[config.mk]
export PLATFORM = sky130hd
export DESIGN_NAME = cv32e40p_trace_buffer
export DESIGN_NICKNAME = d
export VERILOG_FILES = /design/src/rtl/cv32e40p_trace_buffer.sv
export SDC_FILE = /design/constraint.sdc
export NUM_CORES = 1
export LEC_CHECK = 0
export ABC_AREA = 1
export CAP_MARGIN = 20
export CORE_UTILIZATION = 37
export DETAILED_ROUTE_END_ITERATION = 7
export DONT_BUFFER_PORTS = 1
export MAX_ROUTING_LAYER = met4
export SLEW_MARGIN = 30
export SYNTH_ARGS = -nofsm -noshare
export SYNTH_HDL_FRONTEND = slang
export SYNTH_SLANG_ARGS = --single-unit
[constraint.sdc]
create_clock -name clk_i -period 11.4 [get_ports clk_i]
set_input_delay 1.14 -clock clk_i [delete_from_list [all_inputs] [get_ports clk_i]]
set_output_delay 1.14 -clock clk_i [all_outputs]
set_load 0.01 [all_outputs]
[src/rtl/cv32e40p_trace_buffer.sv]
// Event trace buffer: samples up to NUM_SRC event sources per cycle, stamps the
// lowest-index valid event with a free-running cycle timestamp and stores it in
// a circular buffer drained through a valid/ready read port. When full, new
// events are either dropped (WRAP_MODE=0) or overwrite the oldest entry
// (WRAP_MODE=1); every lost event is counted in a saturating drop counter.
module cv32e40p_trace_buffer #(
   parameter int NUM_SRC    = 2,
   parameter int DEPTH      = 16,
   parameter int DATA_W     = 32,
   parameter bit WRAP_MODE  = 1'b0,
   parameter int DROP_CNT_W = 16,
   localparam int SRC_W     = (NUM_SRC > 1) ? $clog2(NUM_SRC) : 1,
   localparam int CNT_W     = $clog2(DEPTH) + 1
) (
   input  logic                             clk_i,
   input  logic                             rst_ni,
   input  logic                             enable_i,
   input  logic                             clear_i,
   input  logic [NUM_SRC-1:0]               ev_valid_i,
   input  logic [NUM_SRC-1:0][31:0]         ev_pc_i,
   input  logic [NUM_SRC-1:0][DATA_W-1:0]   ev_data_i,
   output logic                             rd_valid_o,
   input  logic                             rd_ready_i,
   output logic [SRC_W-1:0]                 rd_src_o,
   output logic [31:0]                      rd_ts_o,
   output logic [31:0]                      rd_pc_o,
   output logic [DATA_W-1:0]                rd_data_o,
   output logic [CNT_W-1:0]                 count_o,
   output logic                             full_o,
   output logic                             overflow_o,
   output logic [DROP_CNT_W-1:0]            drop_cnt_o
);

   localparam int PTR_W = $clog2(DEPTH);
   localparam int ENT_W = SRC_W + 32 + 32 + DATA_W;
   // Wide enough to hold NUM_SRC (all losers plus one lost winner).
   localparam int ADD_W = $clog2(NUM_SRC + 1);
   localparam int SUM_W = ((DROP_CNT_W > ADD_W) ? DROP_CNT_W : ADD_W) + 1;
   localparam logic [DROP_CNT_W-1:0] DROP_MAX = '1;

   // Timestamp and buffer state
   logic [31:0]            ts_reg;
   logic [PTR_W-1:0]       wr_ptr_reg, wr_ptr_next;
   logic [PTR_W-1:0]       rd_ptr_reg, rd_ptr_next;
   logic [CNT_W-1:0]       count_reg, count_next;
   logic [DROP_CNT_W-1:0]  drop_cnt_reg, drop_cnt_next;
   logic                   overflow_reg, overflow_next;

   // Entry storage: {src, ts, pc, data}
   logic [ENT_W-1:0]       mem [DEPTH];
   logic [ENT_W-1:0]       rd_entry_reg;
   logic [ENT_W-1:0]       wr_entry;

   // Arbitration results
   logic [NUM_SRC-1:0]     ev_take;
   logic                   found;
   logic [SRC_W-1:0]       win_src;
   logic [31:0]            win_pc;
   logic [DATA_W-1:0]      win_data;
   logic [ADD_W-1:0]       ev_cnt;
   logic [ADD_W-1:0]       losers;
   logic [ADD_W-1:0]       drop_add;
   logic [SUM_W-1:0]       drop_sum;

   // Control strobes
   logic                   kill;
   logic                   rd_valid;
   logic                   full;
   logic                   pop;
   logic                   push;
   logic                   overwrite;
   logic                   lost_winner;
   logic                   wr_en;

   // Events only count while capture is enabled.
   for (genvar gi = 0; gi < NUM_SRC; gi++) begin : g_take
      assign ev_take[gi] = enable_i & ev_valid_i[gi];
   end

   // Pick the lowest-index valid source and count how many sources fired.
   always_comb begin
      found    = 1'b0;
      win_src  = '0;
      win_pc   = '0;
      win_data = '0;
      ev_cnt   = '0;
      for (int i = 0; i < NUM_SRC; i++) begin
         if (ev_take[i]) begin
            ev_cnt = ev_cnt + ADD_W'(1);
            if (!found) begin
               found    = 1'b1;
               win_src  = SRC_W'(i);
               win_pc   = ev_pc_i[i];
               win_data = ev_data_i[i];
            end
         end
      end
      losers = found ? (ev_cnt - ADD_W'(1)) : '0;
   end

   assign kill        = ~rst_ni | clear_i;
   assign rd_valid    = (count_reg != '0);
   assign full        = (count_reg == CNT_W'(DEPTH));
   assign pop         = rd_valid & rd_ready_i;
   // A pop in the same cycle frees a slot, so full only blocks when no pop.
   assign push        = found & (~full | pop | WRAP_MODE);
   assign overwrite   = found & full & ~pop & WRAP_MODE;
   assign lost_winner = found & full & ~pop;
   assign wr_en       = push & ~kill;
   assign drop_add    = losers + ADD_W'(lost_winner);
   assign drop_sum    = SUM_W'(drop_cnt_reg) + SUM_W'(drop_add);
   assign wr_entry    = {win_src, ts_reg, win_pc, win_data};

   // Next-state for pointers, occupancy and loss accounting; clear/reset win.
   always_comb begin
      wr_ptr_next   = wr_ptr_reg;
      rd_ptr_next   = rd_ptr_reg;
      count_next    = count_reg;
      drop_cnt_next = drop_cnt_reg;
      overflow_next = overflow_reg;
      if (kill) begin
         wr_ptr_next   = '0;
         rd_ptr_next   = '0;
         count_next    = '0;
         drop_cnt_next = '0;
         overflow_next = 1'b0;
      end else begin
         wr_ptr_next = wr_ptr_reg + PTR_W'(push);
         // An overwrite discards the oldest entry, so the head moves too.
         rd_ptr_next = rd_ptr_reg + PTR_W'(pop | overwrite);
         case ({push & ~overwrite, pop})
            2'b10:   count_next = count_reg + CNT_W'(1);
            2'b01:   count_next = count_reg - CNT_W'(1);
            default: count_next = count_reg;
         endcase
         drop_cnt_next = (drop_sum > SUM_W'(DROP_MAX)) ? DROP_MAX
                                                       : drop_sum[DROP_CNT_W-1:0];
         overflow_next = overflow_reg | (drop_add != '0);
      end
   end

   // Free-running timestamp, gated by enable and zeroed only by reset.
   always_ff @(posedge clk_i) begin
      if (!rst_ni) begin
         ts_reg <= '0;
      end else if (enable_i) begin
         ts_reg <= ts_reg + 32'd1;
      end
   end

   // Buffer control state register.
   always_ff @(posedge clk_i) begin
      if (!rst_ni) begin
         wr_ptr_reg   <= '0;
         rd_ptr_reg   <= '0;
         count_reg    <= '0;
         drop_cnt_reg <= '0;
         overflow_reg <= 1'b0;
      end else begin
         wr_ptr_reg   <= wr_ptr_next;
         rd_ptr_reg   <= rd_ptr_next;
         count_reg    <= count_next;
         drop_cnt_reg <= drop_cnt_next;
         overflow_reg <= overflow_next;
      end
   end

   // Storage write port; contents are deliberately not reset.
   always_ff @(posedge clk_i) begin
      if (wr_en) begin
         mem[wr_ptr_reg] <= wr_entry;
      end
   end

   // Registered head read addressed by the next read pointer, so the new head
   // is on rd_* in the cycle the pointer updates. When the entry being written
   // is the next head (push into an empty buffer, or push+pop of the last
   // entry) the write data is forwarded because the array still holds stale data.
   always_ff @(posedge clk_i) begin
      if (wr_en && (wr_ptr_reg == rd_ptr_next)) begin
         rd_entry_reg <= wr_entry;
      end else begin
         rd_entry_reg <= mem[rd_ptr_next];
      end
   end

   assign rd_valid_o = rd_valid;
   assign {rd_src_o, rd_ts_o, rd_pc_o, rd_data_o} = rd_valid ? rd_entry_reg : '0;
   assign count_o    = count_reg;
   assign full_o     = full;
   assign overflow_o = overflow_reg;
   assign drop_cnt_o = drop_cnt_reg;

endmodule

==> flow_metrics.tcl <==
set metrics [dict create \
    status "finished clean" \
    synth_largest_area_cell "edfxtp_1" \
    cp-end-kind "output port" \
    ys_warn_count 0 \
    min_from "rst_ni" \
    synth-simple-area-share 0.101 \
    setup_ws_ps 4870 \
    hold_viol_final 0 \
    finalMaxSlewViolations 0 \
    cpPeakStageDelay_ps 860 \
    cts_root_buffer "clkbuf_16" \
    critPathRequiredTime_ps 10260 \
    clock_path_buffers 3 \
    skew_ps 46.7 \
    drc 0 \
    yosys-mux-area-fraction 0 \
    cts_tree "built" \
    synth.avg_cell_area_um2 12.5 \
    grt_pass1_vias 39572 \
    die-area_um2 178000 \
    synth_enable_flop_cells 1552 \
    grt_pass1_wl_um 259000 \
    rsz0062_at_grt "false" \
    cp_max_fo 100 \
    yosys_register_bits 1618 \
    dp_hpwl_um 81700 \
    gp_congestion 0.767 \
    syn_area_um2 65200 \
    synth.distinct_cells 31 \
    finalCoreUtilization 0.415 \
    cp_data_arrival_time_ps 5390 \
    syn_nets 5344 \
    die_h_um 422 \
    r2r_end "mem[14][22]" \
    antenna_found_initial 1 \
    p_int_w 0.00952 \
    antenna_left 0 \
    ir_worst_vdd_mv 0.165 \
    holdPathStages 2 \
    die_w_um 422 \
    async_flop_share 0 \
    seqPwrFrac 0.527 \
    numCtsBuffers 167 \
    io-pin-count 256 \
    cp_slowest_cell "buf_4" \
    worst_r2r_path_depth 9 \
    synth.most_common_cell "edfxtp_1" \
    vias 41027 \
    relSlewSlack 0.320 \
    postCtsResizedCells 0 \
    wl_um 177000 \
    layout-drive-gt1-share 0.0622 \
    dp_worst_setup_slack_ps 5770 \
    synthTopCellsByCount "edfxtp_1 (1,552), nor2_1 (1,246), o21ai_0 (759), o211ai_1 (329), nand3_1 (216)" \
    cp-start-kind "flip-flop" \
    p_comb_frac 0.055 \
    holdWs_ps 452 \
    seq_area_frac_synth 0.735 \
    ctsHtreeMaxLevel 4 \
    synth_area_leaders "edfxtp_1 (71%), nor2_1 (7.2%), o21ai_0 (5.8%), o211ai_1 (3.8%), dfxtp_1 (2.0%)" \
    power_switching_w 0.00286 \
    grt_max_degree 250 \
    fin_setup_tns_ps 0 \
    vias_per_cell 5.45 \
    r2r_slack_ps 7580 \
    syn_inst 5195 \
    period_share 0.573 \
    grtUsageTotal 0.201 \
    largest_register_ff_count 1552 \
    crit_type "flip-flop to output port" \
    synth_top_area_share 0.715 \
    synth_fa_ha_area_frac 0.00292 \
    portBuffers 0 \
    synth_xor_area_frac 0.00349 \
    wl_per_cell_um 23.5 \
    worstSkewPairLatency_ps 810 \
    clock.fmax_mhz 153 \
    power_leakage_nw 23.0 \
    setup_viol 0 \
    nets 5215 \
    drt_first_pass_iters 5 \
    synth_top_family_by_area "compound AO/OA/AOI/OAI gates" \
    maxCapViolCount 0 \
    drt-initial-drc-count 4020 \
    finalCriticalPeriod_ps 6530 \
    coreArea_um2 174000 \
    final_cell_area_um2 72400 \
    hold_class "primary input to flip-flop" \
    ctsHoldBuffers 0 \
    grt_overflow 0 \
    initial_core_util 0.374 \
    cts_post_setup_buffers_inserted 0 \
    min_to "ts_reg[2]" \
    r2r-start "count_o[1]" \
    tightestPinTransition_ps 1020 \
    sw_frac_of_total 0.231 \
    cp_common_cell "buf_4" \
    clockPowerShare 0.418 \
    yosys_most_used_dff "edfxtp_1" \
    num_rows 153 \
    path_cells "buf_4 > buf_6 > buf_4 > o21ai_0 > o211ai_1 > nand3_1 > a21oi_1" \
    clk_pin_slew_ps 60 \
    clock-sinks 1618 \
    synthToLayoutAreaGrowth_pct 11.1 \
    place_area_um2 67200 \
    synth_compound_area_frac 0.124 \
    power_density_nw_per_um2 171 \
]
cells by family after synthesis:
logic type      Yosys count
xor+xnor                 26
buf+inv                 490
simple gates           1661
compound gates         1386
fa+ha+maj                14
flops                  1618
worst max path at each step:
| stage | startpoint | endpoint | slack [ps] | cells after the start |
|---|---|---|---|---|
| 2_1_floorplan | rst_ni | mem[8][0] | 2450 | 5 |
| 3_3_place_gp | flip-flop | rd_ts_o[15] | 5530 | 7 |
| 3_5_place_dp | flip-flop | rd_ts_o[15] | 5770 | 7 |
| 4_1_cts | flip-flop | rd_ts_o[15] | 4850 | 7 |
| 5_1_grt | flip-flop | rd_pc_o[10] | 4640 | 7 |
| 6_report | flip-flop | rd_pc_o[10] | 4870 | 7 |
through the flow:
stage,cells,total power [W]
floorplan,5195,0.00709
global placement,7221,0.00733
detailed placement,7221,0.00734
CTS,7529,0.0125
global route,7531,0.0128
finish,7531,0.0124
metal layers:
layer  track usage  share of wire  vias up
met2         0.328           0.49     1350
met4        0.0590          0.026        0
met1         0.251           0.42    20667
li1              -              -    18760
met5             -              0        -
met3        0.0421          0.071      250
critical path, delay by kind of cell (launching register included):
| family | cells | cell delay [ps] |
|---|---|---|
| buffers and inverters | 3 | 2320 |
| and+or+nand+nor | 1 | 100 |
| AOI/OAI and AO/OA | 3 | 1120 |
| DFF | 1 | 820 |
layout make-up:
class | instances | area [um^2]
Antenna cell | 1 | 2.50
Clock inverter | 93 | 722
Clock buffer | 215 | 4440
Sequential cell | 1618 | 47900
Inverter | 129 | 514
Tap cell | 2325 | 2910
Fill cell | 15766 | 102000
Timing Repair Buffer | 63 | 681
Multi-Input combinational cell | 3087 | 15200
placed cells by master, fill, tap and decap left out, types with 2 or more instances in the layout:
cell type	instances
nand4_1	12
clkinv_1	40
nor3_2	13
clkbuf_1	42
clkinv_2	23
dfxtp_4	4
nor3_1	10
o21ai_1	33
edfxtp_1	1552
o21a_1	3
inv_2	2
nand2_1	161
ha_1	12
clkinvlp_4	10
o21ai_0	759
clkbuf_8	4
nor2_4	6
inv_6	7
fa_1	2
dfxtp_1	62
buf_4	38
xnor2_1	8
a21oi_1	192
clkinv_8	4
bufinv_16	5
inv_16	5
inv_1	123
a21oi_2	4
o211ai_1	329
buf_6	12
nand3_1	216
a32o_1	63
clkbuf_16	169
buf_12	13
xor2_1	18
nor2_1	1240
power by group through the flow:
| stage | sequential (W) | clock [W] | combinational, W |
|---|---|---|---|
| 2_1_floorplan | 0.00665 | 0 | 0.000442 |
| 3_3_place_gp | 0.00665 | 0 | 0.000676 |
| 3_5_place_dp | 0.00665 | 0 | 0.000687 |
| 4_1_cts | 0.00652 | 0.00527 | 0.000689 |
| 5_1_grt | 0.00652 | 0.00550 | 0.000742 |
| 6_report | 0.00652 | 0.00518 | 0.000680 |
(Power assumes the default switching activity.)
